`src/rtl/permutation_controller_pkg.sv`:
```
// Shared definitions for the permutation control FSM.
//   - 3-bit state encoding constants (IDLE, LOAD, RINIT, SLICE, RNEXT, UNLOAD, DONE)
//   - SLICES : slice steps per round (the external slice counter's terminal count)
//   - WORDS_DEF / ROUNDS_DEF : default lane words per load/unload and rounds per start
package permutation_controller_pkg;

  typedef logic [2:0] state_t;

  localparam state_t ST_IDLE   = 3'd0;
  localparam state_t ST_LOAD   = 3'd1;
  localparam state_t ST_RINIT  = 3'd2;
  localparam state_t ST_SLICE  = 3'd3;
  localparam state_t ST_RNEXT  = 3'd4;
  localparam state_t ST_UNLOAD = 3'd5;
  localparam state_t ST_DONE   = 3'd6;

  localparam int SLICES     = 64;
  localparam int WORDS_DEF  = 25;
  localparam int ROUNDS_DEF = 24;

endpackage

```
`src/rtl/permutation_controller.sv`:
```
// Control FSM for the permutation function.
// Loads WORDS lane words over a valid/ready port, runs ROUNDS rounds of SLICES
// slice steps (paced by an external slice counter), then unloads WORDS words.
// Ports:
//   clk, rst (async, active-low)
//   start                : begin an operation (sampled only in IDLE)
//   in_valid / in_ready  : input word handshake; mem_wr writes the accepted word
//   out_valid / out_ready: output word handshake; word_idx is the read address
//   cnt_co / cnt_inc / cnt_init : external slice counter interface
//   slice_en             : datapath processes the current slice
//   word_idx, round_idx  : lane index and current round
//   busy, done           : activity flag and one-cycle completion pulse
module permutation_controller
  import permutation_controller_pkg::*;
#(
  parameter int WORDS  = WORDS_DEF,
  parameter int ROUNDS = ROUNDS_DEF,
  parameter int IW     = 5
) (
  input  logic          clk,
  input  logic          rst,
  input  logic          start,
  input  logic          in_valid,
  output logic          in_ready,
  input  logic          out_ready,
  output logic          out_valid,
  input  logic          cnt_co,
  output logic          cnt_inc,
  output logic          cnt_init,
  output logic          slice_en,
  output logic          mem_wr,
  output logic [IW-1:0] word_idx,
  output logic [IW-1:0] round_idx,
  output logic          busy,
  output logic          done
);

  localparam logic [IW-1:0] WORD_LAST  = IW'(WORDS - 1);
  localparam logic [IW-1:0] ROUND_LAST = IW'(ROUNDS - 1);

  state_t        state_q, state_d;
  logic [IW-1:0] word_idx_q, word_idx_d;
  logic [IW-1:0] round_idx_q, round_idx_d;

  always_comb begin
    state_d     = state_q;
    word_idx_d  = word_idx_q;
    round_idx_d = round_idx_q;
    case (state_q)
      ST_IDLE: begin
        if (start) begin
          state_d    = ST_LOAD;
          word_idx_d = '0;
        end
      end
      ST_LOAD: begin
        if (in_valid) begin
          if (word_idx_q == WORD_LAST) begin
            word_idx_d = '0;
            state_d    = ST_RINIT;
          end else begin
            word_idx_d = word_idx_q + IW'(1);
          end
        end
      end
      ST_RINIT: state_d = ST_SLICE;
      // The counter reports co one cycle after its last increment; that
      // cycle does no slice work and just hands over to RNEXT.
      ST_SLICE: begin
        if (cnt_co) state_d = ST_RNEXT;
      end
      ST_RNEXT: begin
        if (round_idx_q == ROUND_LAST) begin
          round_idx_d = '0;
          state_d     = ST_UNLOAD;
        end else begin
          round_idx_d = round_idx_q + IW'(1);
          state_d     = ST_RINIT;
        end
      end
      ST_UNLOAD: begin
        if (out_ready) begin
          if (word_idx_q == WORD_LAST) begin
            word_idx_d = '0;
            state_d    = ST_DONE;
          end else begin
            word_idx_d = word_idx_q + IW'(1);
          end
        end
      end
      ST_DONE: state_d = ST_IDLE;
      default: state_d = ST_IDLE;
    endcase
  end

  always_ff @(posedge clk or negedge rst) begin
    if (!rst) begin
      state_q     <= ST_IDLE;
      word_idx_q  <= '0;
      round_idx_q <= '0;
    end else begin
      state_q     <= state_d;
      word_idx_q  <= word_idx_d;
      round_idx_q <= round_idx_d;
    end
  end

  // Moore decode, except the handshake/counter strobes which are qualified
  // by in_valid and cnt_co so no spurious write or increment is issued.
  assign in_ready  = (state_q == ST_LOAD);
  assign mem_wr    = (state_q == ST_LOAD) && in_valid;
  assign cnt_init  = (state_q == ST_RINIT);
  assign slice_en  = (state_q == ST_SLICE) && !cnt_co;
  assign cnt_inc   = (state_q == ST_SLICE) && !cnt_co;
  assign out_valid = (state_q == ST_UNLOAD);
  assign done      = (state_q == ST_DONE);
  assign busy      = (state_q != ST_IDLE);
  assign word_idx  = word_idx_q;
  assign round_idx = round_idx_q;

endmodule
```
`config.mk`:
```
export PLATFORM = sky130hd
export DESIGN_NAME = permutation_controller
export DESIGN_NICKNAME = d
export VERILOG_FILES = /design/src/rtl/permutation_controller_pkg.sv /design/src/rtl/permutation_controller.sv
export SDC_FILE = /design/constraint.sdc
export NUM_CORES = 1
export LEC_CHECK = 0
export CORE_ASPECT_RATIO = 1.4
export CORE_UTILIZATION = 35
export DETAILED_ROUTE_END_ITERATION = 10
export GPL_ROUTABILITY_DRIVEN = 0
export PLACE_DENSITY = 0.58
export REMOVE_ABC_BUFFERS = 1
export SYNTH_ARGS = -nofsm -noshare
export SYNTH_HDL_FRONTEND = slang
export SYNTH_SLANG_ARGS = --single-unit
```
`constraint.sdc`:
```
create_clock -name clk -period 2 [get_ports clk]
set_input_delay 0.2 -clock clk [delete_from_list [all_inputs] [get_ports clk]]
set_output_delay 0.2 -clock clk [all_outputs]
set_load 0.005 [all_outputs]
```
---- Word-level counts from Yosys, hierarchy flattened ----
Cells that the tools add are included.
storage, ports and cells
  bits in registers ....................... 13
  word-level logic and storage cells ...... 41
cells by class
  $add $sub $neg .......................... 2
  equal/unequal tests ..................... 14
  mux-type cells .......................... 14
  reductions and logical operators ........ 8
operators by type and width
  operator                                                                 count
  5-bit two-way mux                                                        5
  3-bit two-way mux                                                        7
  3-bit one-hot mux with 6 select lines                                    1
  5-bit one-hot mux with 3 select lines                                    1
  5-bit by 1-bit adder with 5-bit output, second input constant            2
  5-bit equality test, second input constant                               2
  3-bit equality test, second input constant                               3
  2-bit inequality test, second input constant                             4
  3-bit by 2-bit equality test with 1-bit output, second input constant    2
  6-bit AND reduction                                                      1
  3-bit nonzero test                                                       2
  2-bit by 1-bit inequality test with 1-bit output, second input constant  2
  4-bit AND reduction                                                      1
  3-bit by 1-bit equality test with 1-bit output, second input constant    1
  3-bit logical NOT                                                        1
  1-bit logical AND                                                        2
  1-bit logical NOT                                                        1

---- Logic depth before layout (Yosys ltp) ----
  word-level depth ........................ 4
  depth in mapped cells ................... 5

---- Worst setup path before layout ----
No wires, ideal clock.
  path type ............................... reg2reg
  start point ............................. register state_q[2]
  end point ............................... register word_idx_q[0] (netlist: word_idx[0])
  library setup time ...................... 0.125 ns
  data arrival time ....................... 1.289 ns
  slack ................................... 0.586 ns
  stages on the path, launching flop included .. 5
  buffers on the path ..................... 1
  period minus slack after synthesis ...... 1.414 ns
  cells stage by stage .................... dfrtp_1 -> buf_6 -> mux2_4 -> a21o_1 -> mux2_4
on the way
  longest elaborated chain between the ends .. 3
  elaborated cells on any way between the ends .. 9
  those cells by class .................... eq/ne (5); mux (1); reduce/logical (3)
RTL lines
  element                                                                       line                           source
  start, declared                                                               permutation_controller.sv:41   state_t state_q, state_d;
  start signal, assigned                                                        permutation_controller.sv:102  state_q <= state_d;
  3-bit equality test, or another cell as far along                             permutation_controller.sv:49   case (state_q)
  2-bit inequality test (no line) / 3-bit nonzero test (equally long branches)  --
  4-bit AND reduction (no line)                                                 --
  end signal, assigned                                                          permutation_controller.sv:103  word_idx_q <= word_idx_d;
  end, declared                                                                 permutation_controller.sv:42   logic [IW-1:0] word_idx_q, word_idx_d;
Parallel ways exist; a longest one is shown, timed or not.
A chain may end at the register's enable or synchronous reset.

---- Worst setup path in the final report ----
  start point ............................. register state_q[0]
  end point ............................... output busy
on the way
  longest elaborated chain between the ends .. 1
RTL lines
  element             line                           source
  3-bit nonzero test  permutation_controller.sv:117  assign busy = (state_q != ST_IDLE);
  end, declared       permutation_controller.sv:34   output logic busy,
Every way passes these cells.

==> impl_results.md <==
* Commonest cells after routing, fill and taps aside: sky130_fd_sc_hd__clkdlybuf4s50_1, sky130_fd_sc_hd__dfrtp_1, sky130_fd_sc_hd__buf_4
* Synthesized instance count at 87
* Detailed-routing iteration count for the pre-antenna-repair pass at 6
* Total routed wirelength at 1940 um
* Proportion of power drawn by the clock network at a little over a tenth
* Number of cells on the worst reg-to-reg path at 4
* Global routing usage summed across all routing layers at 16.0%
* Number of buffers added to fix hold violations after cts at 0
* Post-layout power at 1.56 mW
* Initial antenna violation count at 0
* Sequential area share after synthesis at a little under two fifths
* Sequential share of power at a little under a third
* Clock tree root driver cell: sky130_fd_sc_hd__clkbuf_4
* Top cells by area, synth: sky130_fd_sc_hd__dfrtp_1, sky130_fd_sc_hd__mux2_1, sky130_fd_sc_hd__ha_1
* Vias after detailed routing at about 750
* Synthesis-to-finish area growth at 34.8%
* Maximum clock skew at final layout at between 0.0015 and 0.002 ns
* Mapped Area at a little under 900 sq um
* Gr ovfl total at 0
* Diodes inserted at 0
* Crit path time final at about 1.9 ns
* Worst setup slack before clock tree synthesis at approximately 0.30 ns
* Buffers added on ports at 23
* Floorplan core area at between 0.002 and 0.0025 sq mm
* Fraction of the core area covered by cells at the end of the flow at about 49%
* EDFF count, synth at 0
* First-pass GRT wire length at a little over 3000 um
* Cell with the biggest individual delay on the critical path: sky130_fd_sc_hd__dfrtp_2
* Maximum vdd drop at 0.000494 V
* Clock sink total at 13
* Proportion of layout cells with a drive suffix above 1 at roughly an eighth
* Die Height at about 60 um
* Number of DRC violations after detailed routing at 1
* Switching power at about 0.6 mW
* Top cell type by total area after synthesis: sky130_fd_sc_hd__dfrtp_1
* Primary FF master, synth: sky130_fd_sc_hd__dfrtp_1
* IO Pins at 24
* Max incr delay on CP at 0.47 ns
* FF+latch count, synth at 13
* Critical Path RT at 1.80 ns
* Power Density at between 1000 and 1500 mW/mm^2
* Fraction of registers with async set or reset after synthesis at between 90% and 100%
* Failing checks: design-rule violations
* Total number of nets in the final design at approximately 130
* Maximum buffer depth of the clock tree at 2
* Number of levels the H-tree was split into at 1
* Antenna-violating nets left at 0
* Switching part of the total power at between 30% and 40%
* Number of vias per cell after detailed routing at between 5 and 6
* Worst slew margin relative to its limit at just under 60%
* Mean cell area of the mapped netlist at about 10 sq um
* Number of distinct library cells after synthesis at 39
* Latest clock arrival within the worst-skew pair at between 0.2 and 0.3 ns
* Type of origin of the critical path: flip-flop
* Crit path arrival time at approximately 1.7 ns
* Highest net fanout along the worst path at 9
* Area of the die at around 0.0027 sq mm
* Die extent in x at ~44 um
* Initial Utilization at 36.6%
* Area share of the largest cell type after synthesis at ~38%
* Final period util at a little over nine tenths
* TritonCTS clock tree: built
* Via count of the first global-routing pass at ~660
* Total Negative Setup Slacks at 0 ns
* 1st-iter DRT viols at 21
* Outcome: finished with violations
* Post-DP HPWL at 1450 um
* Leading cell type in the layout, fill and taps excluded: sky130_fd_sc_hd__clkdlybuf4s50_1
* Logic gate share of total power at a little under three fifths
* Transition time at the pin with the least slew margin at 0.619 ns
* Setup Crit Path Kind: reg2out
* Final hold viol count at 0
* Worst Hold Slack at 0.300 ns
* Final Max Tran Viols at 0
* Inserted Clock Buffers at 3
* Leak Pwr at approximately 0.5 nW
* Row cnt at 21
* Highest Clock Rate at between 0.5 and 0.6 GHz
* Total of endpoints with negative setup slack in the final report at 0
* Routed WL per cell at approximately 14 um
* Worst hold path type: in2async
* Clock transition at the registers of the reported paths at 0.09 ns
* Maximum number of pins on one net before global-route repair at 17
* Worst path cell trace: buf_4 -> or3_1 -> clkdlybuf4s50_1
* Slack of the critical path at approximately 0.063 ns
* Number of max-capacitance violations reported at 0
* CP endpoint kind: output port
* Total internal power at approximately 0.97 mW
* Number of synthesis warnings at 0
==> logic make-up after synthesis <==
kind of cell	share of synthesized area, %
fa+ha+maj	4.34
xor+xnor	1.01
buf+inv	5.78
flops	37.6
compound gates	14.3
simple gates	26.0
mux	11.0
==> power groups by stage <==
stage	Sequential (mW)	Combinational, mW	Clock [mW]
6_report	0.496	0.890	0.172
5_1_grt	0.513	0.999	0.190
4_1_cts	0.518	0.825	0.174
3_5_place_dp	0.520	0.823	0
3_3_place_gp	0.516	0.816	0
2_1_floorplan	0.519	0.433	0
==> flip-flops by register name, indices dropped and copies added, names as in the netlist <==
signal and flops:
state_q 3, round_idx 5, word_idx 5
==> path summary, 6_finish.rpt <==
path	slack, ns	startpoint	to
setup / recovery	0.06	state_q[0]$_DFFE_PN0P_	busy
setup reg to reg	0.40	state_q[2]$_DFFE_PN0P_	word_idx[0]$_DFFE_PN0P_
min in group clk	0.52	cnt_co	state_q[2]$_DFFE_PN0P_
hold reg to reg	0.56	round_idx[1]$_DFFE_PN0N_	round_idx[1]$_DFFE_PN0N_
max in group asynchronous	1.27	rst	state_q[0]$_DFFE_PN0P_
hold / removal	0.30	rst	word_idx[3]$_DFFE_PN0P_
==> critical path, delay by kind of cell (launching register included) <==
kind | cells | cell delay, ns
and+or+nand+nor | 1 | 0.35
buffers and inverters | 2 | 0.64
DFF | 1 | 0.47
==> repair_timing <==
item                                    CTS  global route
endpoints found under the setup margin    1             2
setup buffers                             0             4
resized for setup                         1             1
==> routing by layer <==
layer	track usage [%]	share of wire, %
met3	1.79	3.2
met1	18.4	42
met4	7.79	1.4
met2	28.8	53
met5	0	0
==> area by class of cell <==
type | instances | area (sq um)
clock buffers | 4 | 26.3
fillers | 240 | 1200
inverters | 5 | 18.8
multi-input cells | 64 | 490
flip-flops and latches | 13 | 328
well taps | 23 | 28.8
repair buffers | 29 | 275
==> per-stage QoR <==
step                      cell area, sq um  instances
after floorplan                        835         82
after global placement                1110        130
after detailed placement              1110        130
after CTS                             1140        134
after global routing                  1170        138
final                                 1170        138
==> Yosys cell counts (all sizes together) (2+ instances only) <==
cell    instances
dfrtp          13
o21ai           7
mux2            6
inv             5
nand3           5
and2            4
nor2            4
buf             3
ha              3
nand2           3
a21oi           2
a221o           2
a22oi           2
and4b           2
clkbuf          2
mux2i           2
nand2b          2
nor2b           2
nor3b           2
nor4            2
(Power assumes the default switching activity.)
